`config.mk`:
```
export PLATFORM = sky130hd
export DESIGN_NAME = mux_4to1
export DESIGN_NICKNAME = d
export VERILOG_FILES = /design/src/rtl/mux_4to1.sv
export SDC_FILE = /design/constraint.sdc
export NUM_CORES = 1
export LEC_CHECK = 0
export CAP_MARGIN = 20
export CORE_ASPECT_RATIO = 1.1
export CORE_MARGIN = 4
export CORE_UTILIZATION = 32
export DETAILED_ROUTE_END_ITERATION = 6
export GPL_TIMING_DRIVEN = 1
export PLACE_DENSITY = 0.88
export SETUP_SLACK_MARGIN = 0.05
export SYNTH_ARGS = -nofsm -noshare
export SYNTH_HDL_FRONTEND = slang
export SYNTH_SLANG_ARGS = --single-unit
```
`constraint.sdc`:
```
create_clock -name clk -period 1.1 [get_ports clk]
set_input_delay 0.11 -clock clk [delete_from_list [all_inputs] [get_ports clk]]
set_output_delay 0.11 -clock clk [all_outputs]
set_load 0.05 [all_outputs]
```
`src/rtl/mux_4to1.sv`:
```
// Registered 4-to-1 operand multiplexer with load enable, echoed select and valid flag.
// Optional even-parity output out_par is built when MUX_4TO1_PARITY_EN is defined.
module mux_4to1 #(
    parameter int unsigned ANCHO = 8
) (
    input  logic             clk,
    input  logic             rst,
    input  logic             en,
    input  logic [1:0]       sel,
    input  logic [ANCHO-1:0] a,
    input  logic [ANCHO-1:0] b,
    input  logic [ANCHO-1:0] c,
    input  logic [ANCHO-1:0] d,
`ifdef MUX_4TO1_PARITY_EN
    output logic             out_par,
`endif
    output logic [ANCHO-1:0] out,
    output logic             out_valid,
    output logic [1:0]       sel_q
);

    logic [ANCHO-1:0] mux_d;

    // Unknown select codes in simulation fall back to operand a.
    always_comb begin
        mux_d = a;
        case (sel)
            2'd0:    mux_d = a;
            2'd1:    mux_d = b;
            2'd2:    mux_d = c;
            2'd3:    mux_d = d;
            default: mux_d = a;
        endcase
    end

    always_ff @(posedge clk) begin
        if (rst) begin
            out       <= '0;
            out_valid <= 1'b0;
            sel_q     <= '0;
        end else if (en) begin
            out       <= mux_d;
            out_valid <= 1'b1;
            sel_q     <= sel;
        end else begin
            out_valid <= 1'b0;
        end
    end

`ifdef MUX_4TO1_PARITY_EN
    always_ff @(posedge clk) begin
        if (rst) begin
            out_par <= 1'b0;
        end else if (en) begin
            out_par <= ^mux_d;
        end
    end
`endif

endmodule

```
==> results by group, run 1 <==
Critical path
  – WP data required: 1.28 ns
  – Startpoint types: input pin
  – Reg2reg setup slack: 0.13 ns
  – CP Data Arrival Time: 1.21 ns
  – Worst Setup End Kind: register
  – CP max FO: 8
  – Critical path class: in2reg

GRT
  – Initial antenna violation count: 0
  – First-pass GRT wire length: 3.25 mm
  – All-layer global routing usage: 15.9%
  – Largest net degree at the start of global routing: 12
  – GRT Residual Overflow: 0
  – Vias in the first global route: 726

Floorplanning
  – Full die area: 0.00269 mm²
  – Initial Util: 34.2%
  – Die height: 54 µm
  – Core Area: 0.00180 mm²
  – Die span in x: 49.8 µm
  – FP Rows: 16
  – # IOs: 48

Clocking
  – Root Buffer: clkbuf_4
  – Hold buffer count at CTS: 0
  – Clk slew on worst S/H paths: 0.07 ns
  – Worst skew pair latency: 0.26 ns
  – Max Buffers Root-to-Sink: 2
  – CTS tree: yes
  – CTS sink cnt: 11
  – # H-tree levels: 1
  – TritonCTS Buffers: 3

Drt
  – Routed wire per std cell: 17.5 µm
  – DRT Wirelength: 2.25 mm
  – Vias: 680
  – Drt pass-1 iters: 4
  – Post-DR vias/cell: 5.27
  – # DRC: 0
  – Routed Antenna Nets: 0
  – Iter 0 DRT Violations: 5

STA
  – Setup TNS: 0 ns
  – Endpoints failing setup: 0
  – RSZ-0062 raised after global routing: false
  – Fin. max-slew vios: 0
  – Fin crit period: 1.03 ns
  – Clk_skew: 0 ns
  – Hold Vio Cnt, Final: 0
  – Rel. slew slack: 86.8%
  – Fmax: 973 MHz
  – Worst-Margin Slew: 0.193 ns
  – Hold_ws: 0.307 ns
  – Fin crit share: 93.4%

Power
  – Peak VDD IR: 591 µV
  – Cell Pwr Density: 912 mW/mm²
  – LEAKAGE: 0.566 nW
  – Overall power: 1.27 mW

Final layout
  – FILL cells: 123
  – Post-route cell area: 0.00139 mm²
  – Antenna Cells: 0
  – Post-layout util: 77.1%
  – Area Overhead vs Synth: 126%
  – Nets: 149
  – Register area: 240 µm²
  – Area of the multi-input gates: 422 µm²
  – Fraction of layout cells with a size suffix above 1: 45.0%

Synthesis
  – Synthesized area: 616 µm²
  – #FFs+latches synth: 11
  – Syn Area/Cell: 11.2 µm²
  – Yosys warns: 0
  – Post-Syn Instances: 55
  – Syn Nets: 92
  – Synth cell types: 13
  – Sequential share of the synthesized area: 35.8%

Place
  – RD Place Congestion: 0.633
  – Port Buffers: 47
  – HPWL after DPL: 1.68 mm
  – Placed inst area: 0.00125 mm²

Run status
  – Status: finished clean

Min path
  – Hold Path Class: in2reg

Job
  – Max-cap violations: 0
## power by group
part / leakage [nW] / internal (mW) / switching, mW
clock: 0.0150 / 0.140 / 0.131
combinational: 0.456 / 0.317 / 0.219
sequential: 0.0949 / 0.429 / 0.0306
## path summary, 6_finish.rpt
path,to,cells after the start,startpoint
hold reg to reg,sel_q[0],2,sel_q[0]
setup reg to reg,out[6],2,out[6]
hold / removal,out_valid,4,rst
setup / recovery,out[2],3,sel[1]
## state kept, by name, summed over array words and instances (netlist names)
register and flops:
out 8, sel_q 2, out_valid 1
## cell type report
cell class | instances | share of cell area [%]
repair buffers | 57 | 48.8
multi-input cells | 39 | 30.4
flip-flops and latches | 11 | 17.3
clock buffers | 4 | 1.89
well taps | 18 | 1.62
## metal layers
layer	up-vias	track usage, %	share of wire (%)
met5	-	0	0
met4	0	3.69	0.49
met3	2	6.65	10
met2	37	31.3	51
met1	318	15.6	38
li1	323	-	-
## cells in the final DEF, fill, tap and decap left out, types with 2 or more instances in the layout
master and instances:
o221ai_2 6, nor2_1 2, o221ai_1 2, dfxtp_4 4, buf_12 11, dlymetal6s2s_1 2, dfxtp_2 4, mux2i_2 5
buf_4 5, dfxtp_1 3, buf_6 5, clkbuf_4 3, mux2i_1 12, clkdlybuf4s50_1 33, or3b_2 5, or3b_1 3
## Yosys cell counts (all sizes together)
| master | number | area share, % |
|---|---|---|
| mux2i | 18 | 29 |
| dfxtp | 11 | 36 |
| or3b | 9 | 13 |
| o221ai | 8 | 12 |
| buf | 4 | 5.7 |
| nor2 | 2 | 1.2 |
| clkbuf | 1 | 0.61 |
| nand3b | 1 | 1.2 |
| nor2b | 1 | 1.0 |
## worst max-delay path, cell delays in order
cell and delay (ns):
clkdlybuf4s50_1 0.44, or3b_4 0.48, o221ai_2 0.18
## repair_timing
action / in CTS / in global routing
resized for setup: 11 / 12
cloned: 0 / 1
buffers inserted: 1 / 1
pin swaps: 1 / 2
setup endpoints to repair: 8 / 7
## cells by family after synthesis
| group | share of synthesized area (%) |
|---|---|
| buffers and inverters | 6.30 |
| AOI/OAI and AO/OA | 12.4 |
| DFF | 35.8 |
| and+or+nand+nor | 16.3 |
| muxes | 29.3 |
## stage by stage
step | cells | worst slack [ns]
2_1_floorplan | 55 | 0.0138
3_3_place_gp | 122 | -0.244
3_5_place_dp | 122 | -0.354
4_1_cts | 127 | 0.0482
5_1_grt | 129 | 0.0705
6_report | 129 | 0.0727
No activity file was read; power rests on OpenSTA's default activity.
==> run 2: changes to the inputs <==
- CAP_MARGIN: 20 -> 5
- CORE_MARGIN: 4 -> 3
==> run 2 against run 1 <==
Register-to-register slack about the same; sequential share of layout area up 1.0 points; die area shrank 7.6%; first-iteration DRC count shrank 20%; global-route usage grew 2.0 points; critical endpoint is now out[3]; highest routed layer unchanged; sequential power hardly changed; final cell count fell by 3.9%.
==> results by group, run 2 (synthesis results as in run 1) <==
Final layout
  – Reg with most FFs: out (unchanged)
  – Most common cell after layout, fill and taps aside: clkdlybuf4s50_1 (unchanged)
  – Leading cell types in the layout, fill and taps excluded: clkdlybuf4s50_1 (33), mux2i_1 (16), buf_12 (12), or3b_2 (5) (was clkdlybuf4s50_1 (33), mux2i_1 (12), buf_12 (11), o221ai_2 (6))
  – Fraction of layout cells with a size suffix above 1: 36.8% (was 45.0%)
  – Nets: 144 (was 149)
  – Post-route cell area: 0.00131 mm² (was 0.00139 mm²)
  – Area Overhead vs Synth: 113% (was 126%)
  – Regs by FF count: out: 8 flops, sel_q: 2 flops, out_valid: 1 flops (unchanged)
  – Max reg flops: 8 (unchanged)
  – Antenna Cells: 0 (unchanged)

Floorplanning
  – # IOs: 48 (unchanged)
  – Core Area: 0.00180 mm² (unchanged)
  – Initial Util: 34.2% (unchanged)
  – Die span in x: 47.8 µm (was 49.8 µm)
  – Full die area: 0.00249 mm² (was 0.00269 mm²)
  – Die height: 52 µm (was 54 µm)
  – FP Rows: 16 (unchanged)

Critical path
  – Slowest stage cell, crit path: clkdlybuf4s50_1 (was or3b_4)
  – Cells along the critical path: clkdlybuf4s50_1 -> buf_12 -> mux2i_2 -> o221ai_2 (was clkdlybuf4s50_1 -> or3b_4 -> o221ai_2)
  – CP startpoint: sel[0] (was sel[1])
  – Critical path class: in2reg (unchanged)
  – Max stage delay on crit path: 0.50 ns (was 0.48 ns)
  – Reg2reg setup slack: 0.12 ns (was 0.13 ns)
  – WP data required: 1.25 ns (was 1.28 ns)
  – Reg-to-reg endpoint: out[3] (was out[6])
  – Worst r2r src: out[3] (was out[6])
  – Worst Setup End Kind: register (unchanged)
  – Worst path top cell family by delay: buffers and inverters (was simple AND/OR/NAND/NOR gates)
  – R2R depth: 2 (unchanged)
  – CP bufs+invs: 2 (was 1)
  – CP max FO: 17 (was 8)
  – CP Data Arrival Time: 1.18 ns (was 1.21 ns)
  – Startpoint types: input pin (unchanged)

Clocking
  – # H-tree levels: 1 (unchanged)
  – Root Buffer: clkbuf_4 (unchanged)
  – TritonCTS Buffers: 3 (unchanged)
  – Hold buffer count at CTS: 0 (unchanged)
  – CTS sink cnt: 11 (unchanged)
  – CTS tree: yes (unchanged)
  – Worst skew pair latency: 0.28 ns (was 0.26 ns)
  – Clk slew on worst S/H paths: 0.07 ns (about the same)
  – Max Buffers Root-to-Sink: 2 (unchanged)

Drt
  – Post-DR vias/cell: 5.27 (about the same)
  – Top Layer Used: met4 (unchanged)
  – # DRC: 0 (unchanged)
  – Routed Antenna Nets: 0 (unchanged)
  – Detail Route met3 WL: 189 µm (was 233 µm)
  – Drt pass-1 iters: 2 (was 4)
  – Routed wire per std cell: 16.1 µm (was 17.5 µm)
  – Iter 0 DRT Violations: 4 (was 5)
  – Met2 wire length: 1.03 mm (was 1.14 mm)
  – M1 wire length: 738 µm (was 866 µm)
  – Vias: 653 (was 680)
  – DRT Wirelength: 1.99 mm (was 2.25 mm)

Power
  – Clock power frac: 23.4% (was 21.4%)
  – Peak VDD IR: 687 µV (was 591 µV)
  – Sw power: 0.385 mW (was 0.381 mW)
  – Internal Power: 0.865 mW (was 0.886 mW)
  – Switching share of total power: 30.8% (was 30.1%)
  – Comb pwr share: 39.7% (was 42.3%)
  – LEAKAGE: 0.538 nW (was 0.566 nW)
  – Cell Pwr Density: 952 mW/mm² (was 912 mW/mm²)
  – Sequential fraction of design power: 36.8% (was 36.3%)

Place
  – Placed inst area: 0.00124 mm² (was 0.00125 mm²)
  – Port Buffers: 47 (unchanged)
  – HPWL after DPL: 1.47 mm (was 1.68 mm)
  – Pre-CTS setup slack: -0.340 ns (was -0.354 ns)
  – RD Place Congestion: 0.669 (was 0.633)

GRT
  – GRT Residual Overflow: 0 (unchanged)
  – Largest net degree at the start of global routing: 18 (was 12)
  – Initial antenna violation count: 0 (unchanged)
  – All-layer global routing usage: 17.9% (was 15.9%)
  – First-pass GRT wire length: 3.03 mm (was 3.25 mm)
  – Vias in the first global route: 672 (was 726)

STA
  – Fin. max-slew vios: 0 (unchanged)
  – Rel. slew slack: 86.9% (was 86.8%)
  – Worst Setup Slack, final: 0.0736 ns (was 0.0727 ns)
  – Hold_ws: 0.183 ns (was 0.307 ns)
  – Fin crit period: 1.03 ns (about the same)
  – Hold Vio Cnt, Final: 0 (unchanged)
  – Setup TNS: 0 ns (unchanged)
  – Clk_skew: 0 ns (unchanged)
  – Worst-Margin Slew: 0.191 ns (was 0.193 ns)
  – RSZ-0062 raised after global routing: false (unchanged)
  – Fmax: 974 MHz (was 973 MHz)
  – Endpoints failing setup: 0 (unchanged)
  – Fin crit share: 93.3% (was 93.4%)

Min path
  – WHS Path Cells: 3 (was 4)
  – Hold Path Sink: sel_q[1] (was out_valid)
  – Hold Path Class: in2reg (unchanged)
  – Min-delay src: sel[1] (was rst)

Run status
  – Status: finished clean (unchanged)

Job
  – Max-cap violations: 0 (unchanged)
==> run 2: how the worst max path moves through the flow <==
stage | endpoint | depth (start not counted)
2_1_floorplan | out[2] | 2
3_3_place_gp | out[2] | 3
3_5_place_dp | out[3] | 3
4_1_cts | out[2] | 3
5_1_grt | out[0] | 4
6_report | out[3] | 4
==> run 2: area by class of cell <==
| class | count | area (µm²) |
|---|---|---|
| Clock buffer | 4 | 26.3 |
| Multi-Input combinational cell | 39 | 385 |
| Timing Repair Buffer | 52 | 638 |
| Tap cell | 18 | 22.5 |
| Fill cell | 133 | 489 |
| Sequential cell | 11 | 240 |
==> run 2: routing by layer <==
layer | global-route usage (%) | vias to the layer above
met5 | 0 | -
met4 | 8.07 | 0
met3 | 5.54 | 5
met2 | 30.6 | 33
met1 | 19.3 | 298
li1 | - | 317
==> run 2: repair_timing <==
item                                    4_1_cts  5_1_grt
pin swaps                                     2        1
buffers inserted                              1        0
endpoints found under the setup margin        8        2
gates resized for setup                      10        1
==> run 2: power groups by stage <==
stage	clock network (mW)	registers, mW	logic (mW)
global placement	0	0.468	0.472
CTS	0.286	0.460	0.501
finish	0.293	0.460	0.497
global route	0.321	0.463	0.520
detailed placement	0	0.468	0.481
floorplan	0	0.553	0.107
==> run 2: through the flow <==
step	instances	total power [mW]	util, %
global placement	119	0.939	69.0
global route	124	1.30	72.8
CTS	124	1.25	72.7
floorplan	55	0.660	-
finish	124	1.25	72.8
detailed placement	119	0.949	69.0
==> run 2: worst register-to-register path, cell delays in order (launching register included) <==
cell      delay (ns)
dfxtp_4         0.36
or3b_2          0.46
o221ai_2        0.08
==> run 3: changes to the inputs <==
- RECOVER_POWER: not set -> 100
==> run 3 against run 2 <==
Count of clock-buffer cells in the layout unchanged; first-iteration DRC count down 50%; maximum frequency down 2.5%; clock power down 1%; critical path depth unchanged; sequential power down 1%; combinational power down 6.0%; sequential share of layout area down 0.33 points; critical path type unchanged.
==> results by group, run 3 (synthesis results as in run 1) <==
Final layout
  – Regs by FF count: out: 8 flops, sel_q: 2 flops, out_valid: 1 flops (unchanged)
  – Area Overhead vs Synth: 99.0% (was 113%)
  – Reg with most FFs: out (unchanged)
  – Leading cell types in the layout, fill and taps excluded: clkdlybuf4s50_1 (33), mux2i_1 (16), dfxtp_1 (11), buf_12 (8), or3b_2 (5) (was clkdlybuf4s50_1 (33), mux2i_1 (16), buf_12 (12), or3b_2 (5))
  – Area of the multi-input gates: 385 µm² (unchanged)
  – Register area: 220 µm² (was 240 µm²)
  – Fraction of layout cells with a size suffix above 1: 27.4% (was 36.8%)
  – FILL cells: 145 (was 133)
  – Max reg flops: 8 (unchanged)
  – Nets: 144 (unchanged)
  – Post-route cell area: 0.00122 mm² (was 0.00131 mm²)
  – Antenna Cells: 0 (unchanged)
  – Most common cell after layout, fill and taps aside: clkdlybuf4s50_1 (unchanged)

Drt
  – DRT Wirelength: 1.99 mm (unchanged)
  – Post-DR vias/cell: 5.32 (was 5.27)
  – Routed wire per std cell: 16.1 µm (unchanged)
  – Routed Antenna Nets: 0 (unchanged)
  – Iter 0 DRT Violations: 2 (was 4)
  – Drt pass-1 iters: 3 (was 2)
  – # DRC: 0 (unchanged)
  – Vias: 660 (was 653)

Floorplanning
  – # IOs: 48 (unchanged)
  – Full die area: 0.00249 mm² (unchanged)
  – Die span in x: 47.8 µm (unchanged)
  – FP Rows: 16 (unchanged)
  – Initial Util: 34.2% (unchanged)
  – Core Area: 0.00180 mm² (unchanged)
  – Die height: 52 µm (unchanged)

STA
  – Hold Vio Cnt, Final: 0 (unchanged)
  – Rel. slew slack: 76.3% (was 86.9%)
  – Fin crit period: 1.05 ns (was 1.03 ns)
  – Clk_skew: 0 ns (unchanged)
  – Worst-Margin Slew: 0.356 ns (was 0.191 ns)
  – Fin crit share: 95.7% (was 93.3%)
  – Endpoints failing setup: 0 (unchanged)
  – Fmax: 950 MHz (was 974 MHz)
  – Fin. max-slew vios: 0 (unchanged)
  – RSZ-0062 raised after global routing: false (unchanged)
  – Worst Setup Slack, final: 0.0473 ns (was 0.0736 ns)

Clocking
  – Worst skew pair latency: 0.28 ns (about the same)
  – # H-tree levels: 1 (unchanged)
  – Clk slew on worst S/H paths: 0.07 ns (about the same)
  – CTS tree: yes (unchanged)
  – Hold buffer count at CTS: 0 (unchanged)
  – Root Buffer: clkbuf_4 (unchanged)
  – TritonCTS Buffers: 3 (unchanged)
  – Max Buffers Root-to-Sink: 2 (unchanged)
  – CTS sink cnt: 11 (unchanged)

GRT
  – First-pass GRT wire length: 3.03 mm (unchanged)
  – Initial antenna violation count: 0 (unchanged)
  – Vias in the first global route: 672 (unchanged)
  – GRT Residual Overflow: 0 (unchanged)
  – Largest net degree at the start of global routing: 18 (unchanged)
  – All-layer global routing usage: 17.9% (unchanged)

Critical path
  – Worst r2r src: out[3] (unchanged)
  – Startpoint types: input pin (unchanged)
  – Critical path class: in2reg (unchanged)
  – Reg2reg setup slack: 0.09 ns (was 0.12 ns)
  – Worst Setup End Kind: register (unchanged)
  – CP Data Arrival Time: 1.20 ns (was 1.18 ns)
  – CP max FO: 17 (unchanged)
  – R2R depth: 2 (unchanged)
  – WP data required: 1.25 ns (about the same)
  – Reg-to-reg endpoint: out[3] (unchanged)

Min path
  – Hold Path Class: in2reg (unchanged)
  – Hold Path Sink: sel_q[1] (unchanged)
  – WHS Path Cells: 3 (unchanged)
  – Min-delay src: sel[1] (unchanged)

Place
  – Placed inst area: 0.00124 mm² (unchanged)
  – Port Buffers: 47 (unchanged)
  – RD Place Congestion: 0.669 (unchanged)
  – Pre-CTS setup slack: -0.340 ns (unchanged)
  – HPWL after DPL: 1.47 mm (unchanged)

Run status
  – Status: finished clean (unchanged)

Power
  – Cell Pwr Density: 989 mW/mm² (was 952 mW/mm²)
  – Peak VDD IR: 666 µV (was 687 µV)
  – LEAKAGE: 0.508 nW (was 0.538 nW)

Job
  – Max-cap violations: 0 (unchanged)
run 3: layer usage:
metal	vias up	part of all wire [%]	GRT usage, %
met1	304	37	19.3
met4	0	1.7	8.07
met5	-	0	0
met2	33	52	30.6
met3	5	9.5	5.54
li1	318	-	-
run 3: layout make-up:
class                           count  share of cell area, %
Sequential cell                    11                   18.0
Clock buffer                        4                   2.15
Timing Repair Buffer               52                   46.6
Multi-Input combinational cell     39                   31.5
Tap cell                           18                   1.84
run 3: through the flow:
step / setup TNS, ns / hold WS, ns / std cells / util, % / power [mW]
floorplan: 0 / 0.257 / 55 / - / 0.660
global placement: -1.95 / 0.539 / 119 / 69.0 / 0.939
detailed placement: -2.51 / 0.548 / 119 / 69.0 / 0.949
CTS: 0 / 0.312 / 124 / 72.7 / 1.25
global route: 0 / 0.196 / 124 / 68.0 / 1.27
finish: 0 / 0.186 / 124 / 68.0 / 1.21
run 3: timing repair:
item                                    4_1_cts  5_1_grt
buffers inserted                              1        0
pin swaps                                     2        1
endpoints found under the setup margin        8        2
gates resized for setup                      10        1
run 3: worst max-delay path by stage:
| stage | start | slack [ns] | to | cells after the start |
|---|---|---|---|---|
| after floorplan | out[2] | 0.01 | out[2] | 2 |
| after global placement | sel[1] | -0.25 | out[2] | 3 |
| after detailed placement | sel[1] | -0.34 | out[3] | 3 |
| after CTS | sel[1] | 0.06 | out[2] | 3 |
| after global routing | sel[0] | 0.03 | out[0] | 4 |
| final | sel[0] | 0.05 | out[3] | 4 |
run 3: critical path, stage by stage:
cell and delay, ns:
clkdlybuf4s50_1 0.47, buf_6 0.22, mux2i_2 0.26, o221ai_2 0.13
run 3: report_power, final:
| group | switching [mW] | internal (mW) |
|---|---|---|
| registers | 0.0278 | 0.428 |
| logic | 0.201 | 0.266 |
| clock network | 0.149 | 0.141 |
